### src/rtl/blink6ram_arb.sv
// Port-B arbiter for blink6ram: two requesters, one registered RAM command per clock, tagged read return.
// Optional build macro RAM_CLR_EN: zero the whole RAM after reset release while busy is held high.
module blink6ram_arb #(
    parameter int AW        = 10,
    parameter int DW        = 16,
    parameter int FIXED_PRI = 0
) (
    input  logic          clk,
    input  logic          rst,
    input  logic          m0_req,
    input  logic          m0_we,
    input  logic [AW-1:0] m0_addr,
    input  logic [DW-1:0] m0_wd,
    output logic          m0_ack,
    output logic          m0_rv,
    output logic [DW-1:0] m0_rd,
    input  logic          m1_req,
    input  logic          m1_we,
    input  logic [AW-1:0] m1_addr,
    input  logic [DW-1:0] m1_wd,
    output logic          m1_ack,
    output logic          m1_rv,
    output logic [DW-1:0] m1_rd,
    output logic [AW-1:0] ab,
    output logic [DW-1:0] dib,
    output logic          ceb,
    output logic          web,
    input  logic [DW-1:0] dob,
    output logic          busy
);

    logic          busy_int;
    logic          clr_go;
    logic [AW-1:0] clr_addr;
    logic          last_srv;
    logic          gnt0;
    logic          gnt1;
    logic          gnt_we;
    logic [AW-1:0] gnt_addr;
    logic [DW-1:0] gnt_wd;
    logic          tag_v;
    logic          tag_id;

`ifdef RAM_CLR_EN
    // state | meaning
    // CLR   | writing zero to clr_addr each clock, busy high, no acks
    // RUN   | normal arbitration
    typedef enum logic {S_CLR, S_RUN} state_t;
    state_t state, state_nxt;

    always_ff @(posedge clk or negedge rst) begin
        if (!rst) begin
            state    <= S_CLR;
            clr_addr <= '0;
        end else begin
            state <= state_nxt;
            if (state == S_CLR)
                clr_addr <= clr_addr + 1'b1;
        end
    end

    always_comb begin
        state_nxt = state;
        if (state == S_CLR && clr_addr == {AW{1'b1}})
            state_nxt = S_RUN;
    end

    assign clr_go   = (state == S_CLR);
    assign busy_int = rst && clr_go;
`else
    assign clr_go   = 1'b0;
    assign clr_addr = '0;
    assign busy_int = 1'b0;
`endif

    assign busy = busy_int;

    // last_srv = 1 means requester 1 was served last, so requester 0 wins the next tie
    always_comb begin
        gnt0 = 1'b0;
        gnt1 = 1'b0;
        if (rst && !busy_int) begin
            if (m0_req && m1_req) begin
                if (FIXED_PRI != 0 || last_srv)
                    gnt0 = 1'b1;
                else
                    gnt1 = 1'b1;
            end else begin
                gnt0 = m0_req;
                gnt1 = m1_req;
            end
        end
    end

    assign m0_ack   = gnt0;
    assign m1_ack   = gnt1;
    assign gnt_we   = gnt1 ? m1_we   : m0_we;
    assign gnt_addr = gnt1 ? m1_addr : m0_addr;
    assign gnt_wd   = gnt1 ? m1_wd   : m0_wd;

    always_ff @(posedge clk or negedge rst) begin
        if (!rst) begin
            ab       <= '0;
            dib      <= '0;
            ceb      <= 1'b0;
            web      <= 1'b0;
            last_srv <= 1'b1;
            tag_v    <= 1'b0;
            tag_id   <= 1'b0;
            m0_rv    <= 1'b0;
            m1_rv    <= 1'b0;
        end else begin
            if (clr_go) begin
                ab  <= clr_addr;
                dib <= '0;
                ceb <= 1'b1;
                web <= 1'b1;
            end else if (gnt0 || gnt1) begin
                ab       <= gnt_addr;
                dib      <= gnt_wd;
                ceb      <= 1'b1;
                web      <= gnt_we;
                last_srv <= gnt1;
            end else begin
                ceb <= 1'b0;
                web <= 1'b0;
            end
            // tag follows the command one stage, then becomes the rv pulse as dob turns valid
            tag_v  <= (gnt0 || gnt1) && !gnt_we;
            tag_id <= gnt1;
            m0_rv  <= tag_v && !tag_id;
            m1_rv  <= tag_v && tag_id;
        end
    end

    assign m0_rd = dob;
    assign m1_rd = dob;

endmodule
### config.mk
export PLATFORM = sky130hd
export DESIGN_NAME = blink6ram_arb
export DESIGN_NICKNAME = d
export VERILOG_FILES = /design/src/rtl/blink6ram_arb.sv
export SDC_FILE = /design/constraint.sdc
export NUM_CORES = 1
export LEC_CHECK = 0
export BUFFER_PORTS_ARGS = -buffer_cell sky130_fd_sc_hd__buf_2
export CORE_ASPECT_RATIO = 1.4
export CORE_MARGIN = 4
export CORE_UTILIZATION = 44
export CTS_BUF_LIST = sky130_fd_sc_hd__clkbuf_4 sky130_fd_sc_hd__clkbuf_8 sky130_fd_sc_hd__clkbuf_16
export CTS_CLUSTER_DIAMETER = 60
export DETAILED_ROUTE_END_ITERATION = 10
export PLACE_DENSITY = 0.95
export SLEW_MARGIN = 15
export SYNTH_ARGS = -nofsm -noshare
export SYNTH_HDL_FRONTEND = slang
export SYNTH_SLANG_ARGS = --single-unit
### constraint.sdc
create_clock -name clk -period 3.3 [get_ports clk]
set_input_delay 0.33 -clock clk [delete_from_list [all_inputs] [get_ports clk]]
set_output_delay 0.33 -clock clk [all_outputs]
set_load 0.02 [all_outputs]
# ---- Word-level counts from Yosys, hierarchy flattened
# Cells that the tools add are included.
dict set report op_classes {
  n_addsub 0
  multipliers 0
  div 0
  n_lt_le_gt_ge 0
  eq_ne 0
  shifts 0
  mux 11
  bitwise_logic 0
  n_reduce_logical 7
}
# op n
set ops {}
lappend ops {{16-bit two-way mux} 1}
lappend ops {{10-bit two-way mux} 1}
lappend ops {{1-bit two-way mux} 9}
lappend ops {{1-bit logical AND} 4}
lappend ops {{1-bit zero test} 2}
lappend ops {{1-bit logical OR} 1}
dict set report word_totals {
  regBits 33
  latchBits 0
  ramBits 0
  romBits 0
  in_bits 74
  output_inout_bits 65
  word_cells 27
  memories 0
}

# ---- Depth between registers and ports, before layout
# Gate-level depths: netlist (run 1).
dict set report logic_depth {
  word_depth 6
  depth_mapped 5
}

# ---- Least setup slack after synthesis (run 1)
# No wires, ideal clock.
dict set report synth_path {
  kind {flip-flop to output port}
  from {register last_srv}
  to {output port m0_ack}
  arrival_time_ns 1.114
  setup_slack_ns 1.856
  path_stages_with_launch 4
  cell_sequence {dfstp_2 > inv_2 > clkbuf_1 > a21oi_1}
}
dict set report synth_via {
  elab_chain_cells 3
}
# item line_no
set synth_rtl {}
lappend synth_rtl {{from (decl)} 35} ;# logic last_srv;
lappend synth_rtl {{from (signal assigned)} 123} ;# last_srv <= gnt1;
lappend synth_rtl {{1-bit two-way mux} 84} ;# if (FIXED_PRI != 0 || last_srv)
lappend synth_rtl {{1-bit two-way mux} 83} ;# if (m0_req && m1_req) begin
lappend synth_rtl {{1-bit two-way mux} 82} ;# if (rst && !busy_int) begin
lappend synth_rtl {{to (decl)} 14} ;# output logic m0_ack,
# Every way passes these cells.

# ---- Final worst setup path (run 1)
dict set report layout_path {
  from {register last_srv}
  to {output port m1_ack}
}
dict set report layout_via {
  elab_chain_cells 3
}
# item line_no
set layout_rtl {}
lappend layout_rtl {{1-bit two-way mux} 84}
lappend layout_rtl {{1-bit two-way mux} 83}
lappend layout_rtl {{1-bit two-way mux} 82}
lappend layout_rtl {{to (decl)} 21} ;# output logic m1_ack,
# Every way passes these cells.

==> impl_summary.log, run 1 <==
[metrics] number of nets produced by synthesis: 283
[metrics] cells taking the most area after synthesis: sky130_fd_sc_hd__dfrtp_1 (41%), sky130_fd_sc_hd__buf_4 (16%), sky130_fd_sc_hd__o2111ai_1 (12%), sky130_fd_sc_hd__a31oi_1 (8.3%), sky130_fd_sc_hd__nor2_1 (5.2%)
[metrics] row cnt: 28
[metrics] area grow syn2layout: 13.1%
[metrics] die area: 5580 um^2
[metrics] via density per instance: 5.39
[metrics] Crit Reg-Reg Startpoint: last_srv
[metrics] post-cts gate resize count: 0
[metrics] setup repair after global routing missed its margin: false
[metrics] synthesized instance count: about 210
[metrics] register bit total from synthesis: 33
[metrics] endpoint kind of the worst setup timing path: output port
[metrics] core area: ~4300 um^2
[metrics] maximum level of the CTS H-tree: 2
[metrics] share of the cycle needed by the critical path after routing: 53.4%
[metrics] share of the yosys chip area belonging to registers: 42.4%
[metrics] DRT antenna net count: 0
[metrics] Pwr Total: 1160 uW
[metrics] Remaining Overflow, GRT: 0
[metrics] count of input and output buffers: ~90
[metrics] HPWL after DPL: between 3000 and 4000 um
[metrics] worst clock skew: roughly 7.8 ps
[metrics] routed wire length per instance: 15.4 um
[metrics] synthesized area per cell: 9.34 um^2
[metrics] GRT Overall Usage: between 10% and 20%
[metrics] final setup vio count: 0
[metrics] delay of the slowest cell on the worst path: between 500 and 600 ps
[metrics] status: completed
[metrics] instance area at placement: ~2100 um^2
[metrics] actual transition at the worst max-transition pin: between 900 and 1000 ps
[metrics] First DRT Iteration DRCs: 106
[metrics] TritonCTS Buffers: 5
[metrics] leading area contributor after synthesis: sky130_fd_sc_hd__dfrtp_1
[metrics] endpoint of the most critical register-to-register path: tag_v
[metrics] Slew Limit Headroom: about two fifths
[metrics] cts hold-fix bufs: 0
[metrics] antenna diode count: 0
[metrics] number of max-slew violations in the final report: 0
[metrics] highest clock rate: between 0.5 and 0.6 GHz
[metrics] area fraction of the dominant cell type after synthesis: 41.0%
[metrics] library cells used by synthesis: 25
[metrics] clk slew on worst S/H paths: 70 ps
[metrics] delay-heaviest family, CP: flip-flops
[metrics] final weighted congestion in routability-driven placement: between 0.7 and 0.8
[metrics] global-route wire length before repair: 7420 um
[metrics] largest net degree at the start of global routing: 57
[metrics] number of buffer and inverter stages on the critical path: 1
[metrics] YS warnings: 0
[metrics] worst reg-to-reg path cell count: 3
[metrics] overall die height: ~87 um
[metrics] startpoint-to-endpoint class of the critical path: flop to output port
[metrics] min Tclk post-route: about 1800 ps
[metrics] starting density of the core: 45.7%
[metrics] clk sink count: 33
[metrics] critical path's slowest cell: sky130_fd_sc_hd__dfstp_2
[metrics] share of final-layout standard cells stronger than drive strength 1: a little over two fifths
[metrics] final hold violations: 0
[metrics] total via count after detailed routing: between 1,500 and 2,000
[metrics] IO Count: about 140
[metrics] Critical Path Fanout Max: 29
[metrics] final design instance area without fill: roughly 2200 um^2
[metrics] DR DRC count: 0
[metrics] number of antenna violations at the first check in global routing: 0
[metrics] most used flip-flop cell after synthesis: sky130_fd_sc_hd__dfrtp_1
[metrics] largest buffer count on any clock path: 2
[metrics] floorplan die width: roughly 64 um
[metrics] clock latency of the later-clocked register in the worst-skew pair: 280 ps
[metrics] TritonCTS clock tree: yes
[metrics] first drt pass iteration count: 4
[metrics] final wirelength: 4850 um
[metrics] Layout Nets: 327
[metrics] ordered cell list for the critical path: and2_4, nor2_1, buf_2
[metrics] post-synthesis instance area: between 1500 and 2000 um^2
[metrics] Commonest cells post-synth: sky130_fd_sc_hd__buf_4 (41), sky130_fd_sc_hd__dfrtp_1 (32), sky130_fd_sc_hd__nor2_1 (27), sky130_fd_sc_hd__o2111ai_1 (27), sky130_fd_sc_hd__a31oi_1 (26)
[metrics] fraction of registers with async set or reset after synthesis: 100%
[metrics] power density cells: about 530 nW/um^2
[metrics] TNS Setup: 0 ps
[metrics] data arrival at the endpoint of the critical path: roughly 1400 ps
[metrics] Post CTS Setup Buffer Count: 0
[metrics] type of the tightest min-delay check: input port to async pin
[metrics] via count of the first global-routing pass: approximately 1,600
[metrics] root buffer cell: sky130_fd_sc_hd__clkbuf_8
[metrics] Worst setup SP type: flop
[metrics] setup slack of the most critical reg-to-reg path: 2000 ps
[metrics] number of enable flip-flop cells after synthesis: 0
[metrics] required time reported for the critical path endpoint: 2970 ps
[metrics] most frequently used cell type in the post-synthesis netlist: sky130_fd_sc_hd__buf_4
[metrics] Max-cap violations: 0
[metrics] Peak VDD IR: between 0.00015 and 0.0002 V
[metrics] Lkg Pwr: ~0.00098 uW
## sequential cells by signal, indices dropped and copies added, names as in the netlist
name / flops
tag_v: 1
tag_id: 1
m0_rv: 1
m1_rv: 1
dib: 16
ceb: 1
last_srv: 1
ab: 10
web: 1
## layer usage
metal | up-vias | global-route usage [%] | share of wire, %
li1 | 825 | - | -
met1 | 781 | 19.1 | 39
met2 | 71 | 29.4 | 50
met3 | 16 | 3.50 | 7.4
met4 | 0 | 10.4 | 3.1
met5 | - | 0 | 0
## metrics by stage
stage | hold slack [ps] | worst slack, ps | utilization (%) | cells
after global routing | 118 | 1460 | 51.6 | 314
after detailed placement | 395 | 1590 | 48.8 | 306
after CTS | 89.3 | 1510 | 51.6 | 314
after floorplan | 34.4 | 1860 | - | 209
after global placement | 398 | 1640 | 48.8 | 306
final | 98.3 | 1540 | 51.6 | 314
## worst max path at each step
stage	start	end	slack, ps	cells past startpoint
floorplan	last_srv	m0_ack	1860	3
global placement	m1_req	ab[2]	1640	3
detailed placement	m1_req	web	1590	3
CTS	last_srv	m1_ack	1510	3
global route	last_srv	m1_ack	1460	3
finish	last_srv	m1_ack	1540	3
## placed cells by master, fill, tap and decap left out, types with 2 or more instances in the layout
master	n
sky130_fd_sc_hd__buf_4	4
sky130_fd_sc_hd__clkbuf_8	6
sky130_fd_sc_hd__o2111ai_1	27
sky130_fd_sc_hd__nand2_1	2
sky130_fd_sc_hd__o21ai_1	19
sky130_fd_sc_hd__a31oi_1	26
sky130_fd_sc_hd__o21ai_0	8
sky130_fd_sc_hd__inv_2	2
sky130_fd_sc_hd__nor2_1	27
sky130_fd_sc_hd__dfrtp_1	32
sky130_fd_sc_hd__buf_2	89
## kinds of logic (layout without fill, tap and decap cells)
family | after synthesis | after routing | synth area share, %
other | 1 | 1 | 0.192
and+or+nand+nor | 33 | 33 | 6.99
buffers and inverters | 58 | 103 | 21.7
AOI/OAI and AO/OA | 84 | 84 | 28.8
DFF | 33 | 33 | 42.4
## report_power, final
group	internal, uW	switching (uW)
logic	102	186
registers	456	26.3
clock network	254	140
## cell type report
class	instances	area (um^2)
Clock buffer	7	90.1
Clock inverter	1	30.0
Fill cell	426	2070
Inverter	2	7.51
Multi-Input combinational cell	118	702
Sequential cell	33	827
Tap cell	60	75.1
Timing Repair Buffer	93	475
## worst register-to-register path: stages, from the launching register on
cell	delay, ps
sky130_fd_sc_hd__dfstp_2	540
sky130_fd_sc_hd__and2_4	340
sky130_fd_sc_hd__o21ai_1	140
sky130_fd_sc_hd__and3_1	190
Power figures use the tool's default switching activity.
==> run 2: changes to the inputs <==
- ABC_AREA: unset -> 1
- CORE_UTILIZATION: 44 -> 38
- PLACE_DENSITY: 0.95 -> 0.87
- clock period: 3.3 -> 1.43 ns (I/O delays scaled with it)
==> run 2 against run 1 <==
Against the previous run:
- synthesized area grew 4.0%
- first-iteration DRC count decreased by 17%
- non-clock buffer count rose by 3
- global-route usage is 1.5 points lower
- die area increased by 18%
- total power rose by 120%
- core utilization shrank 5.4 points
- count of clock-buffer cells in the layout unchanged
- sequential power is 130% higher
- sequential cell count did not move
- clock skew down 6.8 ps
- critical endpoint is now m0_ack
==> impl_summary.log, run 2 <==
[metrics] status: completed
[metrics] min Tclk post-route: ~1400 ps
[metrics] register with the most flip-flops: dib
[metrics] TritonCTS Buffers: 5 (unchanged)
[metrics] share of the cycle needed by the critical path after routing: 94.8%
[metrics] highest clock rate: approximately 0.74 GHz
[metrics] share of the yosys chip area belonging to registers: 40.8% (-1.6 points)
[metrics] synthesized area per cell: 7.20 um^2 (-23%)
[metrics] worst hold margin: 158 ps (+60.0 ps)
[metrics] first drt pass iteration count: 4 (unchanged)
[metrics] Critical Path Fanout Max: 2 (-93%)
[metrics] final setup vio count: 0 (unchanged)
[metrics] via count of the first global-routing pass: 1,794 (+10%)
[metrics] global-route wire length before repair: 8270 um (+11%)
[metrics] GRT Overall Usage: 15.5% (-1.5 points)
[metrics] instance area at placement: 2280 um^2 (+9.4%)
[metrics] library cells used by synthesis: 16 (-36%)
[metrics] worst clock skew: 0.932 ps (-6.85 ps)
[metrics] power density cells: 1070 nW/um^2 (+100%)
[metrics] First DRT Iteration DRCs: 88 (-17%)
[metrics] most used flip-flop cell after synthesis: sky130_fd_sc_hd__dfrtp_1
[metrics] number of max-slew violations in the final report: 0 (unchanged)
[metrics] area fraction of the dominant cell type after synthesis: 39.5% (-1.6 points)
[metrics] die area: 6590 um^2 (+18%)
[metrics] register area: 827 um^2 (unchanged)
[metrics] routed wire length per instance: 12.7 um (-18%)
[metrics] data arrival at the endpoint of the critical path: 1210 ps (-220 ps)
[metrics] register bit total from synthesis: 33 (unchanged)
[metrics] Layout Nets: 414 (+27%)
[metrics] core area: 5160 um^2 (+21%)
[metrics] TritonCTS clock tree: yes
[metrics] Remaining Overflow, GRT: 0 (unchanged)
[metrics] number of nets produced by synthesis: 356 (+26%)
[metrics] most frequent cells in the layout: sky130_fd_sc_hd__buf_2 (89), sky130_fd_sc_hd__nand2_1 (75), sky130_fd_sc_hd__inv_1 (57), sky130_fd_sc_hd__nand3_1 (52), sky130_fd_sc_hd__dfrtp_1 (32)
[metrics] count of input and output buffers: 89 (unchanged)
[metrics] most frequently used cell type in the post-synthesis netlist: sky130_fd_sc_hd__nand2_1
[metrics] number of antenna violations at the first check in global routing: 0 (unchanged)
[metrics] row cnt: 31 (+11%)
[metrics] number of cells in the finished layout apart from fillers: 406 (+29%)
[metrics] Lkg Pwr: 0.00154 uW (+56%)
[metrics] overall die height: 94.5 um (+8.8%)
[metrics] clock latency of the later-clocked register in the worst-skew pair: 280 ps (about the same)
[metrics] DR DRC count: 0 (unchanged)
[metrics] largest net degree at the start of global routing: 34 (-40%)
[metrics] commonest non-fill, non-tap cell in the layout: sky130_fd_sc_hd__buf_2
[metrics] least setup slack across all paths after layout: 73.8 ps (-1460 ps)
[metrics] area occupied by multi-input gates: 644 um^2 (-8.2%)
[metrics] Worst setup SP type: flop
[metrics] antenna diode count: 0 (unchanged)
[metrics] area grow syn2layout: 17.4%
[metrics] setup slack of the most critical reg-to-reg path: 230 ps (-1770 ps)
[metrics] post-synthesis instance area: 2030 um^2 (+4.0%)
[metrics] cells taking the most area after synthesis: sky130_fd_sc_hd__dfrtp_1 (39%), sky130_fd_sc_hd__nand2_1 (14%), sky130_fd_sc_hd__buf_4 (13%), sky130_fd_sc_hd__nand3_1 (13%), sky130_fd_sc_hd__inv_1 (11%)
[metrics] clk sink count: 33 (unchanged)
[metrics] YS warnings: 0 (unchanged)
[metrics] type of the tightest min-delay check: input port to flop
[metrics] number of enable flip-flop cells after synthesis: 0 (unchanged)
[metrics] largest buffer count on any clock path: 2 (unchanged)
[metrics] TNS Setup: 0 ps (unchanged)
[metrics] synthesized instance count: 282 (+35%)
[metrics] final design instance area without fill: 2380 um^2 (+8.0%)
[metrics] dpl ws: 197 ps (-1400 ps)
[metrics] DRT antenna net count: 0 (unchanged)
[metrics] startpoint-to-endpoint class of the critical path: flop to output port
[metrics] root buffer cell: sky130_fd_sc_hd__clkbuf_8
[metrics] leading area contributor after synthesis: sky130_fd_sc_hd__dfrtp_1
[metrics] final weighted congestion in routability-driven placement: 0.791 (+11%)
[metrics] floorplan die width: 69.8 um (+8.5%)
[metrics] Commonest cells post-synth: sky130_fd_sc_hd__nand2_1 (75), sky130_fd_sc_hd__inv_1 (57), sky130_fd_sc_hd__nand3_1 (52)
[metrics] Inst Count DP: 398 (+30%)
[metrics] final hold violations: 0 (unchanged)
[metrics] post-cts gate resize count: 0 (unchanged)
[metrics] Max-cap violations: 0 (unchanged)
[metrics] fraction of registers with async set or reset after synthesis: 100% (unchanged)
[metrics] number of inserted filler cells in the final layout: 520 (+22%)
[metrics] maximum level of the CTS H-tree: 2 (unchanged)
[metrics] via density per instance: 4.57 (-15%)
[metrics] final wirelength: 5150 um (+6.2%)
[metrics] Largest register FFs: 16 (unchanged)
[metrics] leading registers by flop count: dib x16, ab x10
[metrics] total via count after detailed routing: 1,856 (+9.6%)
[metrics] HPWL after DPL: 3780 um (+11%)
[metrics] setup repair after global routing missed its margin: false
[metrics] IO Count: 139 (unchanged)
[metrics] required time reported for the critical path endpoint: 1290 ps (-1680 ps)
[metrics] starting density of the core: 39.3% (-6.3 points)
[metrics] clk slew on worst S/H paths: 70 ps (about the same)
[metrics] endpoint kind of the worst setup timing path: output port
[metrics] share of final-layout standard cells stronger than drive strength 1: 34.1% (-7.6 points)
[metrics] Peak VDD IR: 0.000462 V (+130%)
run 2: cell types whose count changed after synthesis, moves of 3 or more:
cell                        before  now
sky130_fd_sc_hd__nor2_1         27    2
sky130_fd_sc_hd__o21ai_1        19    0
sky130_fd_sc_hd__nand3_1         0   52
sky130_fd_sc_hd__buf_2          10    7
sky130_fd_sc_hd__o21ai_0         8    1
sky130_fd_sc_hd__o2111ai_1      27    0
sky130_fd_sc_hd__nand2_1         2   75
sky130_fd_sc_hd__buf_4          41   35
sky130_fd_sc_hd__nand2_2         0   11
sky130_fd_sc_hd__inv_1           0   57
sky130_fd_sc_hd__a31oi_1        26    0
run 2: repair_timing:
action / CTS / global route
buffers inserted: 0 / 0
endpoints found under the hold margin: 32 / 0
hold buffers: 1 / 0
run 2: final cells by class:
cell class,instances,share of cell area (%)
Clock buffer,7,3.78
Inverter,59,9.50
Multi-Input combinational cell,145,27.0
Sequential cell,33,34.7
Tap cell,66,3.46
Timing Repair Buffer,96,21.5
run 2: logic make-up (layout without fill, tap and decap cells):
| group | Yosys count | count (layout) | synth area share (%) |
|---|---|---|---|
| flip-flops | 33 | 33 | 40.8 |
| AND/OR/NAND/NOR | 141 | 141 | 30.8 |
| other | 1 | 1 | 0.185 |
| buffers and inverters | 104 | 162 | 27.5 |
| AO/OA/AOI/OAI | 3 | 3 | 0.740 |
run 2: final timing paths:
kind	from	end	cells past startpoint
worst min register to register	tag_id	m0_rv	1
min in group asynchronous	rst	dib[4]	3
worst max register to register	last_srv	tag_v	5
worst min-delay path	m0_wd[10]	dib[10]	5
max in group asynchronous	rst	last_srv	3
worst max-delay path	last_srv	m0_ack	3
run 2: power by group:
group	internal (uW)	switching, uW	leakage, uW
sequential	1060	69.3	0.000404
clock	401	328	0.0000477
combinational	254	448	0.00109
total	1710	846	0.00154
run 2: per-stage QoR:
step	util [%]	power, uW
2_1_floorplan	-	1700
3_3_place_gp	44.3	1830
3_5_place_dp	44.3	1850
4_1_cts	46.2	2600
5_1_grt	46.2	2710
6_report	46.2	2560
run 2: worst max-delay path, stage by stage, from the launching register on:
cell                      delay (ps)
sky130_fd_sc_hd__dfstp_2         540
sky130_fd_sc_hd__inv_1            50
sky130_fd_sc_hd__a21oi_1         150
sky130_fd_sc_hd__buf_2           200
run 2: per-layer routing:
| metal | part of all wire, % | wire, um | vias to the layer above | GRT usage [%] |
|---|---|---|---|---|
| met1 | 37 | 1900 | 847 | 17.9 |
| met5 | 0 | 0 | - | 0 |
| met3 | 8.9 | 459 | 19 | 4.15 |
| met4 | 3.0 | 155 | 0 | 8.63 |
| li1 | - | - | 912 | - |
| met2 | 51 | 2630 | 78 | 26.2 |
